===== src/rtl/riscvsc_uart_mmio_if.sv =====
// Data-memory port bundle between the single-cycle core and the MMIO UART.
// The core owns the request side; the UART answers with ReadData/Sel.
interface riscvsc_uart_mmio_if;
    logic        MemWrite;
    logic [31:0] ALUResult;
    logic [31:0] WriteData;
    logic [31:0] ReadData;
    logic        Sel;

    modport master (output MemWrite, ALUResult, WriteData, input ReadData, Sel);
    modport slave  (input MemWrite, ALUResult, WriteData, output ReadData, Sel);
endinterface


===== src/rtl/riscvsc_uart_mmio.sv =====
// Memory-mapped 8N1 UART transmitter: TXDATA/STATUS window, small TX FIFO,
// baud-rate serializer FSM with a registered serial output.
module riscvsc_uart_mmio #(
    parameter logic [31:0] BASE_ADDR    = 32'h1000_0000,
    parameter int          CLKS_PER_BIT = 16,
    parameter int          FIFO_DEPTH   = 4
) (
    input  logic               clk,
    input  logic               reset,
    riscvsc_uart_mmio_if.slave bus,
    output logic               tx
);
    localparam int PW = $clog2(FIFO_DEPTH);
    localparam int CW = $clog2(FIFO_DEPTH + 1);
    localparam int BW = $clog2(CLKS_PER_BIT);
    localparam logic [BW-1:0] BAUD_MAX = BW'(CLKS_PER_BIT - 1);
    localparam logic [CW-1:0] DEPTH_C  = CW'(FIFO_DEPTH);

    typedef enum logic [1:0] {IDLE, START, DATA, STOP} state_t;

    state_t        state_q, state_d;
    logic [BW-1:0] baud_q, baud_d;
    logic [2:0]    bitidx_q, bitidx_d;
    logic [7:0]    shreg_q, shreg_d;
    logic          tx_d;

    logic [7:0]    mem [FIFO_DEPTH];
    logic [PW-1:0] wptr_q, rptr_q;
    logic [CW-1:0] count_q;
    logic          overflow_q;

    logic       sel, wr, wr_txdata, wr_status;
    logic       empty, full, busy, push, pop;
    logic [1:0] regsel;
    logic       unused_bits;

    // Decode
    assign sel       = bus.ALUResult[31:4] == BASE_ADDR[31:4];
    assign regsel    = bus.ALUResult[3:2];
    assign wr        = bus.MemWrite && sel;
    assign wr_txdata = wr && (regsel == 2'd0);
    assign wr_status = wr && (regsel == 2'd1);

    assign empty = count_q == '0;
    assign full  = count_q == DEPTH_C;
    assign busy  = state_q != IDLE;
    // full is the pre-edge value, so a store while full is dropped even if
    // the serializer pops on the same edge.
    assign push  = wr_txdata && !full;
    assign pop   = (state_q == IDLE) && !empty;

    assign bus.Sel      = sel;
    assign bus.ReadData = (sel && regsel == 2'd1) ?
                          {28'b0, overflow_q, busy, full, empty} : 32'b0;

    assign unused_bits = ^{bus.WriteData[31:8], bus.ALUResult[1:0]};

    // FIFO storage carries no reset; only pointers and count define contents.
    always_ff @(posedge clk) begin
        if (push) mem[wptr_q] <= bus.WriteData[7:0];
    end

    always_ff @(posedge clk or posedge reset) begin
        if (reset) begin
            wptr_q     <= '0;
            rptr_q     <= '0;
            count_q    <= '0;
            overflow_q <= 1'b0;
        end else begin
            if (push) wptr_q <= wptr_q + PW'(1);
            if (pop)  rptr_q <= rptr_q + PW'(1);
            case ({push, pop})
                2'b10:   count_q <= count_q + CW'(1);
                2'b01:   count_q <= count_q - CW'(1);
                default: count_q <= count_q;
            endcase
            // Setting takes priority over a clear on the same edge.
            if (wr_txdata && full)
                overflow_q <= 1'b1;
            else if (wr_status && bus.WriteData[3])
                overflow_q <= 1'b0;
        end
    end

    // TX FSM: state register
    always_ff @(posedge clk or posedge reset) begin
        if (reset) begin
            state_q  <= IDLE;
            baud_q   <= '0;
            bitidx_q <= '0;
            shreg_q  <= '0;
            tx       <= 1'b1;
        end else begin
            state_q  <= state_d;
            baud_q   <= baud_d;
            bitidx_q <= bitidx_d;
            shreg_q  <= shreg_d;
            tx       <= tx_d;
        end
    end

    // TX FSM: next state
    always_comb begin
        state_d  = state_q;
        baud_d   = baud_q;
        bitidx_d = bitidx_q;
        shreg_d  = shreg_q;
        case (state_q)
            IDLE: begin
                if (!empty) begin
                    state_d = START;
                    baud_d  = BAUD_MAX;
                    shreg_d = mem[rptr_q];
                end
            end
            START: begin
                if (baud_q == '0) begin
                    state_d  = DATA;
                    baud_d   = BAUD_MAX;
                    bitidx_d = '0;
                end else begin
                    baud_d = baud_q - BW'(1);
                end
            end
            DATA: begin
                if (baud_q == '0) begin
                    baud_d  = BAUD_MAX;
                    shreg_d = {1'b0, shreg_q[7:1]};
                    if (bitidx_q == 3'd7) state_d = STOP;
                    else                  bitidx_d = bitidx_q + 3'd1;
                end else begin
                    baud_d = baud_q - BW'(1);
                end
            end
            STOP: begin
                if (baud_q == '0) state_d = IDLE;
                else              baud_d  = baud_q - BW'(1);
            end
            default: state_d = IDLE;
        endcase
    end

    // TX FSM: output, looked up from the next state so tx can be a flop
    always_comb begin
        tx_d = 1'b1;
        case (state_d)
            START:   tx_d = 1'b0;
            DATA:    tx_d = shreg_d[0];
            default: tx_d = 1'b1;
        endcase
    end
endmodule


===== src/flat_wrapper.sv =====
// flat-port wrapper written by rule: the top's interface ports become plain ports
module riscvsc_uart_mmio_flat 
#(
    parameter logic [31:0] BASE_ADDR    = 32'h1000_0000,
    parameter int          CLKS_PER_BIT = 16,
    parameter int          FIFO_DEPTH   = 4
)
  (clk, reset, tx, bus_MemWrite, bus_ALUResult, bus_WriteData, bus_ReadData, bus_Sel);
  riscvsc_uart_mmio_if bus_i ();
  input  logic clk;
  input  logic reset;
  output logic tx;
  input wire logic [$bits(bus_i.MemWrite)-1:0] bus_MemWrite;
  input wire logic [$bits(bus_i.ALUResult)-1:0] bus_ALUResult;
  input wire logic [$bits(bus_i.WriteData)-1:0] bus_WriteData;
  output wire logic [$bits(bus_i.ReadData)-1:0] bus_ReadData;
  output wire logic [$bits(bus_i.Sel)-1:0] bus_Sel;
  assign bus_i.MemWrite = bus_MemWrite;
  assign bus_i.ALUResult = bus_ALUResult;
  assign bus_i.WriteData = bus_WriteData;
  assign bus_ReadData = bus_i.ReadData;
  assign bus_Sel = bus_i.Sel;
  riscvsc_uart_mmio #(.BASE_ADDR(BASE_ADDR), .CLKS_PER_BIT(CLKS_PER_BIT), .FIFO_DEPTH(FIFO_DEPTH)) u_core (.clk(clk), .reset(reset), .bus(bus_i), .tx(tx));
endmodule

===== config.mk =====
export PLATFORM = sky130hd
export DESIGN_NAME = riscvsc_uart_mmio_flat
export DESIGN_NICKNAME = d
export VERILOG_FILES = /design/src/rtl/riscvsc_uart_mmio_if.sv /design/src/rtl/riscvsc_uart_mmio.sv /design/src/flat_wrapper.sv
export SDC_FILE = /design/constraint.sdc
export NUM_CORES = 1
export LEC_CHECK = 0
export ABC_AREA = 1
export CORE_MARGIN = 5
export CORE_UTILIZATION = 48
export CTS_BUF_LIST = sky130_fd_sc_hd__clkbuf_4 sky130_fd_sc_hd__clkbuf_8
export DETAILED_ROUTE_END_ITERATION = 7
export GPL_TIMING_DRIVEN = 0
export PLACE_DENSITY = 0.88
export SLEW_MARGIN = 20
export SYNTH_ARGS = -nofsm -noshare
export SYNTH_HDL_FRONTEND = slang
export SYNTH_SLANG_ARGS = --single-unit

===== constraint.sdc =====
create_clock -name clk -period 2.86 [get_ports clk]
set_input_delay 0.572 -clock clk [delete_from_list [all_inputs] [get_ports clk]]
set_output_delay 0.572 -clock clk [all_outputs]
set_load 0.005 [all_outputs]

==> results of run 1 <==
-- synth_stat cells (all sizes together) --
library cell	count
a21oi	20
a22oi	1
buf	32
clkinv	1
conb	1
dfrtp	25
dfstp	1
edfxtp	32
fa	1
ha	12
inv	38
mux2i	1
nand2	49
nand3	13
nand3b	3
nand4	5
nor2	57
nor3	1
nor3b	1
o21ai	24
o22ai	6
xnor2	2
xor2	3
-- logic make-up (layout without fill, tap and decap cells) --
family,Yosys count,after routing
flip-flops,58,58
adder cells (fa/ha/maj),13,13
buffers and inverters,71,134
AO/OA/AOI/OAI,51,51
other,1,28
XOR/XNOR,5,5
multiplexers,1,1
AND/OR/NAND/NOR,129,129
-- worst paths after layout --
check / start / end / cells past startpoint / slack [ns]
setup / recovery: bus_ALUResult[9] / bus_ReadData[3] / 9 / 0.13
min in group asynchronous: reset / u_core.count_q[2]$_DFFE_PP0P_ / 2 / 0.62
max in group asynchronous: reset / u_core.rptr_q[0]$_DFFE_PP0P_ / 2 / 1.81
setup reg to reg: u_core.state_q[1]$_DFF_PP0_ / u_core.count_q[2]$_DFFE_PP0P_ / 10 / 0.32
hold / removal: u_core.overflow_q$_DFFE_PP0P_ / u_core.overflow_q$_DFFE_PP0P_ / 2 / 0.48
hold reg to reg: u_core.overflow_q$_DFFE_PP0P_ / u_core.overflow_q$_DFFE_PP0P_ / 2 / 0.48
-- critical path, delay by kind of cell --
kind | cells | cell delay, ns
and+or+nand+nor | 7 | 0.68
buffers and inverters | 2 | 0.91
-- area by class of cell --
type	count	area [sq um]
Sequential cell	58	1610
Buffer	32	235
Tap cell	77	96.3
Clock inverter	7	103
Clock buffer	9	124
Inverter	39	148
Multi-Input combinational cell	227	1250
Fill cell	495	2310
Timing Repair Buffer	47	475
-- flip-flops by register name, indices dropped and copies added (netlist names), 2 cells and up --
signal,count
u_core.baud_q,4
u_core.bitidx_q,3
u_core.wptr_q,2
u_core.rptr_q,2
u_core.state_q,2
u_core.count_q,3
u_core.shreg_q,8
u_core.mem,32
-- power groups by stage --
stage | sequential, mW | combinational, mW | clock [mW]
floorplan | 0.900 | 0.0492 | 0
global placement | 0.900 | 0.109 | 0
detailed placement | 0.900 | 0.112 | 0
CTS | 0.883 | 0.112 | 0.869
global route | 0.882 | 0.126 | 0.910
finish | 0.883 | 0.113 | 0.856
-- timing repair --
action,CTS,global route
pin swaps,1,2
setup buffers,1,0
gates resized for setup,0,5
endpoints found under the setup margin,4,5
-- routing by layer --
metal	up-vias	wire (um)
met2	95	3430
met4	0	91
met1	1107	2420
met3	13	518
li1	1198	-
met5	-	0
==> impl_metrics.py, run 1 <==
metrics = {
    "critical_path": {
        "crit_fanout": 4,
        "arrival_ns": 2.15,
        "path_cells": "clkdlybuf4s50_1 > nor2_1 > nand2_1 > nor2_2 > nand2_1 > nor2_4 > nand2_2 > nor2_1 > clkdlybuf4s50_1",
        "crit_path_start_kind": "input port",
        "crit_path_end_kind": "output port",
        "crit_slowest_cell": "clkdlybuf4s50_1",
        "slowest_delay_ns": 0.51,
        "required_ns": 2.29,
        "path_class": "input port to output port",
    },
    "clocking": {
        "path_clk_slew_ns": 0.07,
        "ctsHoldBuffers": 0,
        "insertion_delay_ns": 0.35,
        "clock_path_buffers": 2,
        "cts-buffers-inserted": 9,
        "cts-root-buf": "clkbuf_8",
        "htreeDepth": 3,
        "cts_tree": "built",
        "cts.sinks": 58,
    },
    "timing": {
        "whs_ns": 0.480,
        "period_minus_slack_ns": 2.73,
        "fin_setup_tns_ns": 0,
        "finalSetupViolCount": 0,
        "period_share_pct": 95.3,
        "rsz0062_at_grt": "no",
        "hold_viol": 0,
        "slew_viol_final": 0,
        "fmax_mhz": 367,
        "worstMarginPinSlew_ns": 0.933,
        "slew_headroom_pct": 37.4,
        "setup_slack_ns": 0.133,
        "skew_ns": 0.00349,
    },
    "final_layout": {
        "fin_nets": 494,
        "layout_commonest_cell": "nor2_1",
        "final_cell_mix": "53 x nor2_1, 43 x nand2_1, 43 x clkdlybuf4s50_1, 34 x inv_1, 32 x edfxtp_1",
        "instances_no_fill": 496,
        "antennaDiodeCount": 0,
        "fin_util_pct": 63.7,
        "drive_gt1_share_pct": 18.4,
        "syn_to_final_growth_pct": 28.8,
        "design_area_sq_um": 4040,
    },
    "placement": {
        "dpl.cell_count": 479,
        "port_buffers": 46,
        "dpl_worst_slack_ns": -0.0487,
        "dpl_cell_area_sq_um": 3800,
        "hpwlAfterDp_mm": 4.69,
        "routabilityCongestion": 0.817,
    },
    "grt": {
        "grt.met1_usage_pct": 17.0,
        "met3_usage_pct": 5.83,
        "grt_util_met2_pct": 28.2,
        "grt_max_degree": 27,
        "antenna_found_initial": 0,
        "grt_overflow_total": 0,
        "first_global_vias": 2449,
        "grt.total_usage_pct": 16.1,
        "grt_pass1_wl_mm": 10.7,
        "gr-max-usage-layer": "met2",
    },
    "synth": {
        "synthTopCellsByArea": "edfxtp_1 31%, dfrtp_1 20%, buf_4 7.2%",
        "synth_cell_types": 34,
        "synth-simple-area-share_pct": 19.4,
        "synthAdderAreaFrac_pct": 5.42,
        "yosysSeqAreaShare_pct": 51.4,
        "synth_top_family_by_area": "simple AND/OR/NAND/NOR gates",
        "syn-cell-area_sq_um": 3140,
        "netlist_instances": 329,
        "synth_compound_area_share_pct": 9.76,
        "synth_seq_cells": 58,
        "synth-xor-area-share_pct": 1.39,
        "synthMuxAreaShare_pct": 0.319,
        "yosys_warnings": 0,
        "synth_top_area_cell": "edfxtp_1",
        "syn_area_per_cell_sq_um": 9.54,
        "yosysTopAreaCellShare_pct": 30.6,
    },
    "detailed_routing": {
        "wl_mm": 6.46,
        "wire_per_inst_um": 13.0,
        "ant_nets": 0,
        "firstDrtPassIters": 4,
        "vias": 2413,
        "drt_iter0_drc": 166,
        "drcViolationCount": 0,
        "via_per_inst": 4.86,
    },
    "die": {
        "ios": 101,
        "coreArea_sq_um": 6350,
        "chipHeight_um": 90.9,
        "die_area_sq_um": 8260,
        "die_w_um": 90.9,
        "start_util_pct": 49.4,
        "rows": 29,
    },
    "pwr": {
        "p_per_area_nw_per_um2": 458,
        "ir_worst_vdd_v": 0.000422,
        "intPower_mw": 1.46,
        "p_seq_share_pct": 47.7,
        "pwr-share-clk_pct": 46.2,
        "power.total_mw": 1.85,
        "switching_share_pct": 21.4,
        "power_switching_mw": 0.397,
        "p_leak_nw": 1.83,
        "power_frac_comb_pct": 6.1,
    },
    "min_path": {
        "hold_class": "register to register",
    },
    "flow_run": {
        "cap_violations": 0,
    },
    "status": {
        "outcome": "finished clean",
    },
}
Power figures use the tool's default switching activity.
==> inputs of run 2 (changes only) <==
Settings changed: SKIP_LAST_GASP from default to 1.
==> results of run 2 <==
The final DEF is identical to that of run 1; final timing and power are the same.
==> inputs of run 3 (changes only) <==
Settings changed: SLEW_MARGIN 20 to default.
==> run 3 against run 2 <==
  * Clock skew is essentially flat
  * Power barely moved
  * Sequential cell count stayed put
  * Wire length is 0.22% higher
  * Via count up 0.58%
  * Design area is the same
  * Fmax did not move
  * Highest routed layer unchanged
  * Non-clock buffer count is the same
  * Clock power hardly changed
  * First-iteration DRC count rose by 0.60%
  * Largest power group unchanged
==> impl_metrics.py, run 3 (synthesized netlist as in run 1, its figures left out) <==
metrics = {
    "final_layout": {
        "fin_util_pct": 63.7,
        "fin_nets": 494,
        "top_register": "u_core.mem",
        "drive_gt1_share_pct": 18.4,
        "layout_commonest_cell": "nor2_1",
        "design_area_sq_um": 4040,
        "reg_top3": "u_core.mem (32), u_core.shreg_q (8), u_core.baud_q (4)",
        "largest_register_ffs": 32,
        "final_cell_mix": "53 x nor2_1, 43 x nand2_1, 43 x clkdlybuf4s50_1, 35 x inv_1, 32 x edfxtp_1",
        "antennaDiodeCount": 0,
        "syn_to_final_growth_pct": 28.8,
    },
    "critical_path": {
        "required_ns": 2.29,
        "slowest_delay_ns": 0.51,
        "crit_fanout": 4,
        "path_delay_family": "buffers and inverters",
        "reg2regPathDepth": 10,
        "reg2reg_from": "u_core.state_q[1]$_DFF_PP0_",
        "crit_path_start_kind": "input port",
        "crit_slowest_cell": "clkdlybuf4s50_1",
        "crit_path_end_kind": "output port",
        "path_cells": "clkdlybuf4s50_1 > nor2_1 > nand2_1 > nor2_2 > nand2_1 > nor2_4 > nand2_2 > nor2_1 > clkdlybuf4s50_1",
        "worst-path-buf-inv": 2,
        "path_class": "input port to output port",
        "rrSetupSlack_ns": 0.32,
        "r2r-end": "u_core.count_q[2]$_DFFE_PP0P_",
        "arrival_ns": 2.15,
    },
    "die": {
        "chipHeight_um": 90.9,
        "rows": 29,
        "die_w_um": 90.9,
        "die_area_sq_um": 8260,
        "ios": 101,
        "coreArea_sq_um": 6350,
        "start_util_pct": 49.4,
    },
    "timing": {
        "slew_headroom_pct": 33.0,
        "rsz0062_at_grt": "no",
        "fmax_mhz": 367,
        "setup_slack_ns": 0.133,
        "worstMarginPinSlew_ns": 1.00,
        "hold_viol": 0,
        "slew_viol_final": 0,
        "period_share_pct": 95.3,
        "period_minus_slack_ns": 2.73,
        "fin_setup_tns_ns": 0,
        "skew_ns": 0.00352,
        "finalSetupViolCount": 0,
    },
    "clocking": {
        "htreeDepth": 3,
        "cts-buffers-inserted": 9,
        "ctsHoldBuffers": 0,
        "clock_path_buffers": 2,
        "cts-root-buf": "clkbuf_8",
        "insertion_delay_ns": 0.35,
        "cts.sinks": 58,
        "path_clk_slew_ns": 0.07,
        "cts_tree": "built",
    },
    "pwr": {
        "pwr-share-clk_pct": 46.2,
        "ir_worst_vdd_v": 0.000422,
        "power_frac_comb_pct": 6.1,
        "intPower_mw": 1.46,
        "p_per_area_nw_per_um2": 458,
        "power.total_mw": 1.85,
        "p_seq_share_pct": 47.7,
        "switching_share_pct": 21.4,
        "p_leak_nw": 1.84,
        "power_switching_mw": 0.396,
    },
    "grt": {
        "first_global_vias": 2449,
        "antenna_found_initial": 0,
        "grt_pass1_wl_mm": 10.7,
        "grt_overflow_total": 0,
        "grt.total_usage_pct": 16.1,
        "grt_max_degree": 27,
    },
    "detailed_routing": {
        "firstDrtPassIters": 4,
        "vias": 2427,
        "wire_per_inst_um": 13.0,
        "via_per_inst": 4.89,
        "drcViolationCount": 0,
        "ant_nets": 0,
        "wl_mm": 6.47,
        "drt_iter0_drc": 167,
    },
    "flow_run": {
        "cap_violations": 0,
    },
    "min_path": {
        "holdPathStages": 2,
        "hold_class": "register to register",
        "hold_path_end": "u_core.overflow_q$_DFFE_PP0P_",
        "holdCritStartpoint": "u_core.overflow_q$_DFFE_PP0P_",
    },
    "status": {
        "outcome": "finished clean",
    },
    "placement": {
        "hpwlAfterDp_mm": 4.69,
        "dpl_worst_slack_ns": -0.0487,
        "routabilityCongestion": 0.817,
        "dpl_cell_area_sq_um": 3800,
        "port_buffers": 46,
    },
}
run 3: cell types whose count changed in the layout (fill, tap and decap cells not counted):
cell | previous run | this run
clkinv_1 | 1 | 0
inv_1 | 34 | 35
run 3: area by class of cell:
type / count / area, sq um
sequential: 58 / 1610
clock buffer: 9 / 124
multi-input combinational: 227 / 1250
inverter: 39 / 148
clock inverter: 7 / 103
buffer: 32 / 235
tap: 77 / 96.3
fill: 495 / 2310
timing repair buffer: 47 / 475
run 3: metrics by stage:
| step | hold slack (ns) | cells |
|---|---|---|
| 2_1_floorplan | 0.442 | 356 |
| 3_3_place_gp | 0.456 | 479 |
| 3_5_place_dp | 0.461 | 479 |
| 4_1_cts | 0.481 | 496 |
| 5_1_grt | 0.508 | 496 |
| 6_report | 0.480 | 496 |
run 3: tightest hold or removal path, delay by kind of cell (launching register included):
kind	cells	cell delay, ns
flops	1	0.35
simple gates	2	0.09
run 3: routing by layer:
layer  up-vias  global-route usage, %  routed length, um
met1      1115                   17.0               2420
met3        13                   5.83                548
met2       101                   28.2               3410
met5         -                      0                  0
li1       1198                      -                  -
met4         0                   7.46                 96
run 3: repair_timing:
action	CTS	global route
endpoints found under the setup margin	4	5
pin swaps	1	2
resized for setup	0	5
setup buffers	1	0
run 3: how the worst max path moves through the flow:
stage,end,start,cells past startpoint,slack (ns)
2_1_floorplan,u_core.count_q[1]$_DFFE_PP0P_,bus_ALUResult[27],10,0.80
3_3_place_gp,bus_ReadData[1],bus_ALUResult[11],9,0.002
3_5_place_dp,bus_ReadData[1],bus_ALUResult[28],8,-0.05
4_1_cts,bus_ReadData[1],bus_ALUResult[5],9,0.07
5_1_grt,bus_ReadData[3],bus_ALUResult[11],9,0.01
6_report,bus_ReadData[3],bus_ALUResult[9],9,0.13
run 3: power groups by stage:
stage | Sequential [mW] | Clock [mW] | Combinational, mW
final | 0.883 | 0.856 | 0.113
after global routing | 0.882 | 0.910 | 0.125
after CTS | 0.883 | 0.869 | 0.112
after detailed placement | 0.900 | 0 | 0.112
after global placement | 0.900 | 0 | 0.109
after floorplan | 0.900 | 0 | 0.0492
